[config.mk]
export PLATFORM = sky130hd
export DESIGN_NAME = outport_alloc
export DESIGN_NICKNAME = d
export VERILOG_FILES = /design/src/rtl/outport_alloc.sv
export SDC_FILE = /design/constraint.sdc
export NUM_CORES = 1
export LEC_CHECK = 0
export CORE_MARGIN = 2
export CORE_UTILIZATION = 41
export DETAILED_ROUTE_END_ITERATION = 8
export PLACE_DENSITY = 0.7
export SLEW_MARGIN = 5
export SYNTH_ARGS = -nofsm -noshare
export SYNTH_HDL_FRONTEND = slang
export SYNTH_HIERARCHICAL = 1
export SYNTH_SLANG_ARGS = --single-unit
[constraint.sdc]
create_clock -name clk -period 13.4 [get_ports clk]
set_input_delay 2.68 -clock clk [delete_from_list [all_inputs] [get_ports clk]]
set_output_delay 2.68 -clock clk [all_outputs]
set_load 0.01 [all_outputs]
[src/rtl/outport_alloc.sv]
// -----------------------------------------------------------------------------
// outport_alloc
//   Wormhole output-port allocator for one router output. The input ports
//   compete for this output. The allocator picks a winner by round-robin and
//   locks the crossbar select to it until the packet's tail flit has gone
//   through. It also tracks the downstream buffer credits.
//
//   Ports
//     clk        : single clock, rising edge
//     rst_       : asynchronous, active-low reset
//     port       : per-input destination field, input k in [k*PORTW +: PORTW]
//     req        : per-input valid flit
//     tail       : per-input "current flit is the last of its packet"
//     credit_in  : one-cycle pulse, downstream freed a buffer slot
//     sel        : registered one-hot crossbar select (zero when idle)
//     grt        : combinational per-cycle flit accept (at most one bit)
//     credit_cnt : available downstream credits
//     busy       : a packet currently holds the output
//     cred_ovf   : sticky, credit returned while the count was already full
// -----------------------------------------------------------------------------

// Per-input candidate qualifier: the input is valid and targets this output.
// The input at index PORTID is excluded when u-turns are disabled.
module outport_alloc_cand #(
   parameter int PORTW  = 3,
   parameter int PORTID = 0,
   parameter int UTURN  = 1,
   parameter int IDX    = 0
) (
   input  logic             req,
   input  logic [PORTW-1:0] port,
   output logic             cand
);
   localparam bit ALLOWED = (UTURN != 0) || (IDX != PORTID);

   assign cand = ALLOWED && req && (port == PORTW'(PORTID));
endmodule

module outport_alloc #(
   parameter  int NPORT   = 5,
   parameter  int PORTW   = 3,
   parameter  int PORTID  = 0,
   parameter  int CREDITS = 4,
   parameter  int UTURN   = 1,
   localparam int CW      = $clog2(CREDITS + 1)
) (
   input  logic                   clk,
   input  logic                   rst_,
   input  logic [NPORT*PORTW-1:0] port,
   input  logic [NPORT-1:0]       req,
   input  logic [NPORT-1:0]       tail,
   input  logic                   credit_in,
   output logic [NPORT-1:0]       sel,
   output logic [NPORT-1:0]       grt,
   output logic [CW-1:0]          credit_cnt,
   output logic                   busy,
   output logic                   cred_ovf
);
   localparam int PW = (NPORT > 1) ? $clog2(NPORT) : 1;

   typedef enum logic {IDLE = 1'b0, LOCKED = 1'b1} state_t;

   state_t           state_q, state_d;
   logic [NPORT-1:0] sel_q, sel_d;
   logic [PW-1:0]    own_q, own_d;   // index of the input holding the output
   logic [PW-1:0]    ptr_q, ptr_d;   // last served input; search starts at ptr+1
   logic [CW-1:0]    cred_q, cred_d;
   logic             ovf_q, ovf_d;

   logic [NPORT-1:0] cand;
   logic [PW-1:0]    win_idx;
   logic             win_vld;
   logic [NPORT-1:0] win_oh;
   logic             xfer;
   logic             tail_hit;

   // Candidate qualification, one instance per input
   for (genvar k = 0; k < NPORT; k++) begin : g_cand
      outport_alloc_cand #(
         .PORTW  (PORTW),
         .PORTID (PORTID),
         .UTURN  (UTURN),
         .IDX    (k)
      ) u_cand (
         .req  (req[k]),
         .port (port[k*PORTW +: PORTW]),
         .cand (cand[k])
      );
   end

   // Round-robin search from ptr+1 upward, modulo NPORT. The loop walks the
   // offsets from farthest to nearest so the nearest candidate is written last
   // and wins.
   always_comb begin
      int k;
      k       = 0;
      win_idx = '0;
      win_vld = 1'b0;
      for (int i = NPORT; i >= 1; i--) begin
         k = (int'(ptr_q) + i) % NPORT;
         if (cand[PW'(k)]) begin
            win_idx = PW'(k);
            win_vld = 1'b1;
         end
      end
   end

   assign win_oh = {{(NPORT-1){1'b0}}, 1'b1} << win_idx;

   // A flit moves only while locked, when the owner presents one and a
   // downstream slot is free. A dropped req keeps the lock and yields no grant.
   assign grt      = (state_q == LOCKED && cred_q != '0) ? (sel_q & req) : '0;
   assign xfer     = |grt;
   assign tail_hit = |(grt & tail);

   // FSM next state and select/pointer updates
   always_comb begin
      state_d = state_q;
      sel_d   = sel_q;
      own_d   = own_q;
      ptr_d   = ptr_q;
      case (state_q)
         IDLE: begin
            // Arbitration does not depend on the credit count
            if (win_vld) begin
               state_d = LOCKED;
               sel_d   = win_oh;
               own_d   = win_idx;
            end
         end
         LOCKED: begin
            if (tail_hit) begin
               state_d = IDLE;
               sel_d   = '0;
               ptr_d   = own_q;
            end
         end
         default: begin
            state_d = IDLE;
            sel_d   = '0;
         end
      endcase
   end

   // Credit counter. A transfer and a returned credit in the same cycle
   // cancel out. A lone return at a full count saturates the count and
   // raises the sticky overflow flag.
   always_comb begin
      cred_d = cred_q;
      ovf_d  = ovf_q;
      if (xfer && !credit_in) begin
         cred_d = cred_q - CW'(1);
      end else if (credit_in && !xfer) begin
         if (cred_q == CW'(CREDITS)) ovf_d  = 1'b1;
         else                        cred_d = cred_q + CW'(1);
      end
   end

   always_ff @(posedge clk or negedge rst_) begin
      if (!rst_) begin
         state_q <= IDLE;
         sel_q   <= '0;
         own_q   <= '0;
         ptr_q   <= PW'(NPORT - 1);
         cred_q  <= CW'(CREDITS);
         ovf_q   <= 1'b0;
      end else begin
         state_q <= state_d;
         sel_q   <= sel_d;
         own_q   <= own_d;
         ptr_q   <= ptr_d;
         cred_q  <= cred_d;
         ovf_q   <= ovf_d;
      end
   end

   assign sel        = sel_q;
   assign busy       = (state_q == LOCKED);
   assign credit_cnt = cred_q;
   assign cred_ovf   = ovf_q;

endmodule

=== After elaboration in Yosys (flattened, before gate mapping) ===
Index checks and enable logic that the tools add are counted.
W data, S select, Z words.

* Output and inout port bits: 15
* Bits in registers: 16
* Word-level logic and storage cells: 91

* Shift-type cells: 1
* Div/mod/pow operators: 5
* Magnitude comparators: 5
* Add/subtract/negate cells: 7
* Muxes and demuxes: 35
* Reductions and logical operators: 24
* Bitwise gates (word level): 4
* Equality and inequality tests: 4

{| class="wikitable"
|+ Operators with widths
! operator !! count
|-
| $mod A32 B4 Y32 const B || 5
|-
| $lt A3 B5 Y1 const B || 5
|-
| $mux W3 || 8
|-
| $mux W1 || 17
|-
| $bmux W1 S3 || 5
|-
| $logic_not A3 Y1 || 5
|-
| $mux W5 || 3
|-
| $and A5 B5 Y5 || 2
|-
| $pmux W5 S2 || 1
|-
| $reduce_or A5 Y1 || 2
|-
| $add A3 B2 Y4 const B || 2
|-
| $add A3 B3 Y4 const B || 2
|-
| $logic_and A1 B1 Y1 || 8
|-
| $reduce_and A2 Y1 || 4
|-
| $shl A1 B3 Y5 const A || 1
|-
| $add A3 B1 Y4 const B || 1
|-
| $ne A2 B2 Y1 const B || 2
|-
| $add A3 B1 Y3 const B || 1
|-
| $eq A3 B3 Y1 const B || 1
|-
| $reduce_and A3 Y1 || 1
|-
| $reduce_bool A3 Y1 || 1
|-
| $sub A3 B1 Y3 const B || 1
|-
| $logic_not A1 Y1 || 2
|-
| $ne A2 B1 Y1 const B || 1
|-
| other kinds (3) || 4
|}

=== Longest topological paths before layout ===
* Depth after elaboration: 13
* Gate-level depth with buffers: 23
* Gate-level depth less buffers: 19

=== Modules after synthesis ===
Netlist, hierarchy kept.

{| class="wikitable"
|+ By module, submodules not included
! module !! cells each !! instances !! area each (sq um)
|-
| outport_alloc || 337 || 1 || 2690.1
|-
| outport_alloc_cand || 1 || 5 || 15.0
|}

=== Worst setup path before layout ===
Ideal clock, no wire load.

* Kind: in2out
* From: input req[0]
* To: output grt[0]
* Path buffers: 0
* Path slack: 7.838 ns
* Stages: 1
* Arrival time: 2.882 ns
* Path through: and3_1

* Cells in the longest elaborated chain, start to end: 2

{| class="wikitable"
|+ RTL lines
! element !! line !! source
|-
| from (decl) || 50 || <nowiki>input logic [NPORT-1:0] req,</nowiki>
|-
| $and A5 B5 Y5 || 112 || <nowiki>assign grt = (state_q == LOCKED && cred_q != '0) ? (sel_q & req) : '0;</nowiki>
|-
| $mux W5 || 112 ||
|-
| to (decl) || 54 || <nowiki>output logic [NPORT-1:0] grt,</nowiki>
|}

Every way passes these cells.

=== Worst setup path in the final report ===
* From: input req[3]
* To: output grt[3]

Same word-level chain as after synthesis.

==> impl_metrics.tcl <==
set metrics [dict create \
    wire_per_inst_um 15.89 \
    grt_pass1_wl_mm 11.94 \
    grt_overflow_total 0 \
    critical_path_required_ns 10.72 \
    core_um2 6422 \
    p_int_mw 0.4075 \
    seqPwrFrac 0.106 \
    syn-cell-area_um2 2765 \
    worst_r2r_path_depth 19 \
    cts_root_buffer "clkbuf_8" \
    syn-instance-count 342 \
    first_global_vias 2655 \
    initial_utilization 0.4305 \
    synth.distinct_cells 68 \
    dieArea_um2 7418 \
    peakVddDrop_uv 148.6 \
    dr.pass1.iters 4 \
    io_buffer_count 42 \
    p_switching_mw 0.4739 \
    ios 43 \
    power.density_nw_per_um2 268.8 \
    dp_worst_setup_slack_ns 6.816 \
    cp-start-kind "input pin" \
    yosys_warnings 6 \
    cap_violations 0 \
    track_usage 0.1954 \
    vias 2779 \
    post_cts_buffers 0 \
    fin_ws_ns 6.806 \
    clk_latency_ns 0.25 \
    hold_viol 0 \
    cts_hold_buf 0 \
    die_w_um 86.13 \
    async_reset_ff_frac 1.000 \
    fillers 612 \
    r2r_setup_slack_ns 7.83 \
    cts_tree "built" \
    cp.arrival_ns 3.91 \
    cp-end-kind "output pin" \
    crit_type "input pin to output pin" \
    clock-sinks 16 \
    cts_max_level 1 \
    syn_to_final_growth_pct 18.60 \
    totalPowerFinal_mw 0.8814 \
    holdPathStages 1 \
    setup_viol 0 \
    globalplace.congestion 0.9030 \
    worst_slew_pin_slew_ns 0.9433 \
    pwr-share-comb 0.847 \
    setup-tns-final_ns 0 \
    place_area_um2 3224 \
    drt_wl_total_mm 7.182 \
    skew_ns 0.003337 \
    antenna_found_initial 0 \
    drive_gt1_frac 0.1120 \
    ys_ff_latch 16 \
    status "finished clean" \
    dp_cells 448 \
    drc 0 \
    num_rows 29 \
    swShare 0.5377 \
    rsz0062_at_grt "false" \
    cts_buffers 3 \
    clk_pin_slew_ns 0.06 \
    layout.cells.non_filler 452 \
    hp-class "register to register" \
    yosys_most_used_dff "dfrtp_1" \
    design_area_um2 3279 \
    antenna_left 0 \
    die_h_um 86.13 \
    grt_max_degree 34 \
    synth_edf_count 0 \
    slew_headroom 0.3711 \
    hold_ws_ns 0.4676 \
    yosysSeqAreaShare 0.1457 \
    syn_nets 402 \
    avgSynthCellArea_um2 8.085 \
    final_nets 436 \
    min_period_ns 6.594 \
    fin_util 0.5106 \
    drt_iter0_markers 168 \
    fin_crit_sh 0.4921 \
    vias_per_cell 6.148 \
    antennaDiodeCount 0 \
    critPathMaxFanout 3 \
    final_max_slew_viol_count 0 \
    power_leakage_nw 1.349 \
    clkPwrFrac 0.048 \
    fmax_mhz 151.7 \
    dp_hpwl_mm 5.697 \
    ctsLongestPathBuffers 2 \
    cts_resized 0 \
]
-- power groups by stage --
| stage | Clock (mW) | Sequential (mW) | Combinational (mW) |
|---|---|---|---|
| 2_1_floorplan | 0 | 0.0931 | 0.578 |
| 3_3_place_gp | 0 | 0.0934 | 0.722 |
| 3_5_place_dp | 0 | 0.0939 | 0.739 |
| 4_1_cts | 0.0427 | 0.0929 | 0.743 |
| 5_1_grt | 0.0452 | 0.0962 | 0.844 |
| 6_report | 0.0420 | 0.0930 | 0.746 |
-- layout make-up --
cell class | instances | area, um2 | share of cell area
Tap cell | 77 | 96.34 | 0.02938
Timing Repair Buffer | 43 | 427.9 | 0.1305
Sequential cell | 16 | 402.9 | 0.1229
Multi-Input combinational cell | 285 | 2196 | 0.6696
Inverter | 27 | 101.3 | 0.03090
Clock buffer | 4 | 55.05 | 0.01679
-- cell usage after synthesis, drive strengths merged, types with 4 or more instances --
cell type,n,share of area
nand2,17,0.023
nand3,10,0.018
a22o,4,0.013
a211oi,6,0.020
buf,5,0.011
a21bo,5,0.018
nor4b,6,0.033
dfrtp,14,0.13
and3,7,0.016
ha,30,0.14
xnor2,5,0.016
nor3b,4,0.011
a221oi,5,0.016
a21oi,21,0.041
a31o,6,0.019
clkbuf,9,0.012
inv,27,0.037
nor4,5,0.011
o21ai,14,0.025
nor2,18,0.024
mux2,5,0.020
a22oi,4,0.011
a21boi,7,0.019
a211o,7,0.022
a31oi,6,0.014
nand2b,9,0.020
and2,5,0.011
nor3,11,0.020
o21a,4,0.011
o211ai,6,0.016
nor2b,8,0.021
-- worst max-delay path, cell delays in order --
cell             delay [ns]
clkdlybuf4s50_1        0.48
and3_1                 0.19
clkdlybuf4s50_1        0.56
-- worst paths after layout --
path | start | endpoint
min reg2reg | cred_ovf$_DFFE_PN0P_ | cred_ovf$_DFFE_PN0P_
max | req[3] | grt[3]
min | cred_ovf$_DFFE_PN0P_ | cred_ovf$_DFFE_PN0P_
max in group asynchronous | rst_ | sel[4]$_DFFE_PN0P_
min in group asynchronous | rst_ | own_q[0]$_DFFE_PN0P_
max reg2reg | ptr_q[0]$_DFFE_PN0P_ | sel[0]$_DFFE_PN0P_
-- sequential cells by signal, summed over array words and instances, names as in the netlist --
| register | count |
|---|---|
| own_q | 3 |
| sel | 5 |
| ptr_q | 3 |
| credit_cnt | 3 |
| busy | 1 |
| cred_ovf | 1 |
-- cells by family (layout without fill, tap and decap cells) --
logic type / after synthesis / count (layout) / share of synthesized area
AOI/OAI and AO/OA: 122 / 122 / 0.3339
and+or+nand+nor: 117 / 117 / 0.2570
xor gates and xnor gates: 6 / 6 / 0.02172
adders and majority gates: 32 / 32 / 0.1502
buffers and inverters: 41 / 74 / 0.06018
DFF: 16 / 16 / 0.1457
muxes: 8 / 8 / 0.03122
-- routing by layer --
| layer | share of wire | wire length, um | GRT usage | up-vias |
|---|---|---|---|---|
| met2 | 0.48 | 3419 | 0.3362 | 68 |
| met5 | 0 | 0 | 0 | - |
| met3 | 0.048 | 342 | 0.03176 | 4 |
| li1 | - | - | - | 1375 |
| met4 | 0.0040 | 29 | 0.03175 | 0 |
| met1 | 0.47 | 3390 | 0.2614 | 1332 |
-- layout by cell type (no fill, tap or decap), types with 4 or more instances in the layout --
cell and count:
clkdlybuf4s50_1 42, ha_1 30, inv_1 25, a21oi_1 19, nor2_1 18, nand2_1 17, dfrtp_1 14, o21ai_0 13
nor3_1 11, nand3_1 10, nand2b_1 9, and3_1 7, nor2b_1 7, a211o_1 7, a21boi_0 6, o211ai_1 6
a31oi_1 6, a31o_2 6, nor4b_2 6, xnor2_1 5, and2_1 5, a221oi_1 5, a21bo_2 5, mux2_2 5
nor4_1 5, nor3b_1 4, o21a_1 4, a211oi_1 4, a22oi_1 4, a22o_1 4, clkbuf_8 4
Note: power is estimated with default switching activity, not from simulation.
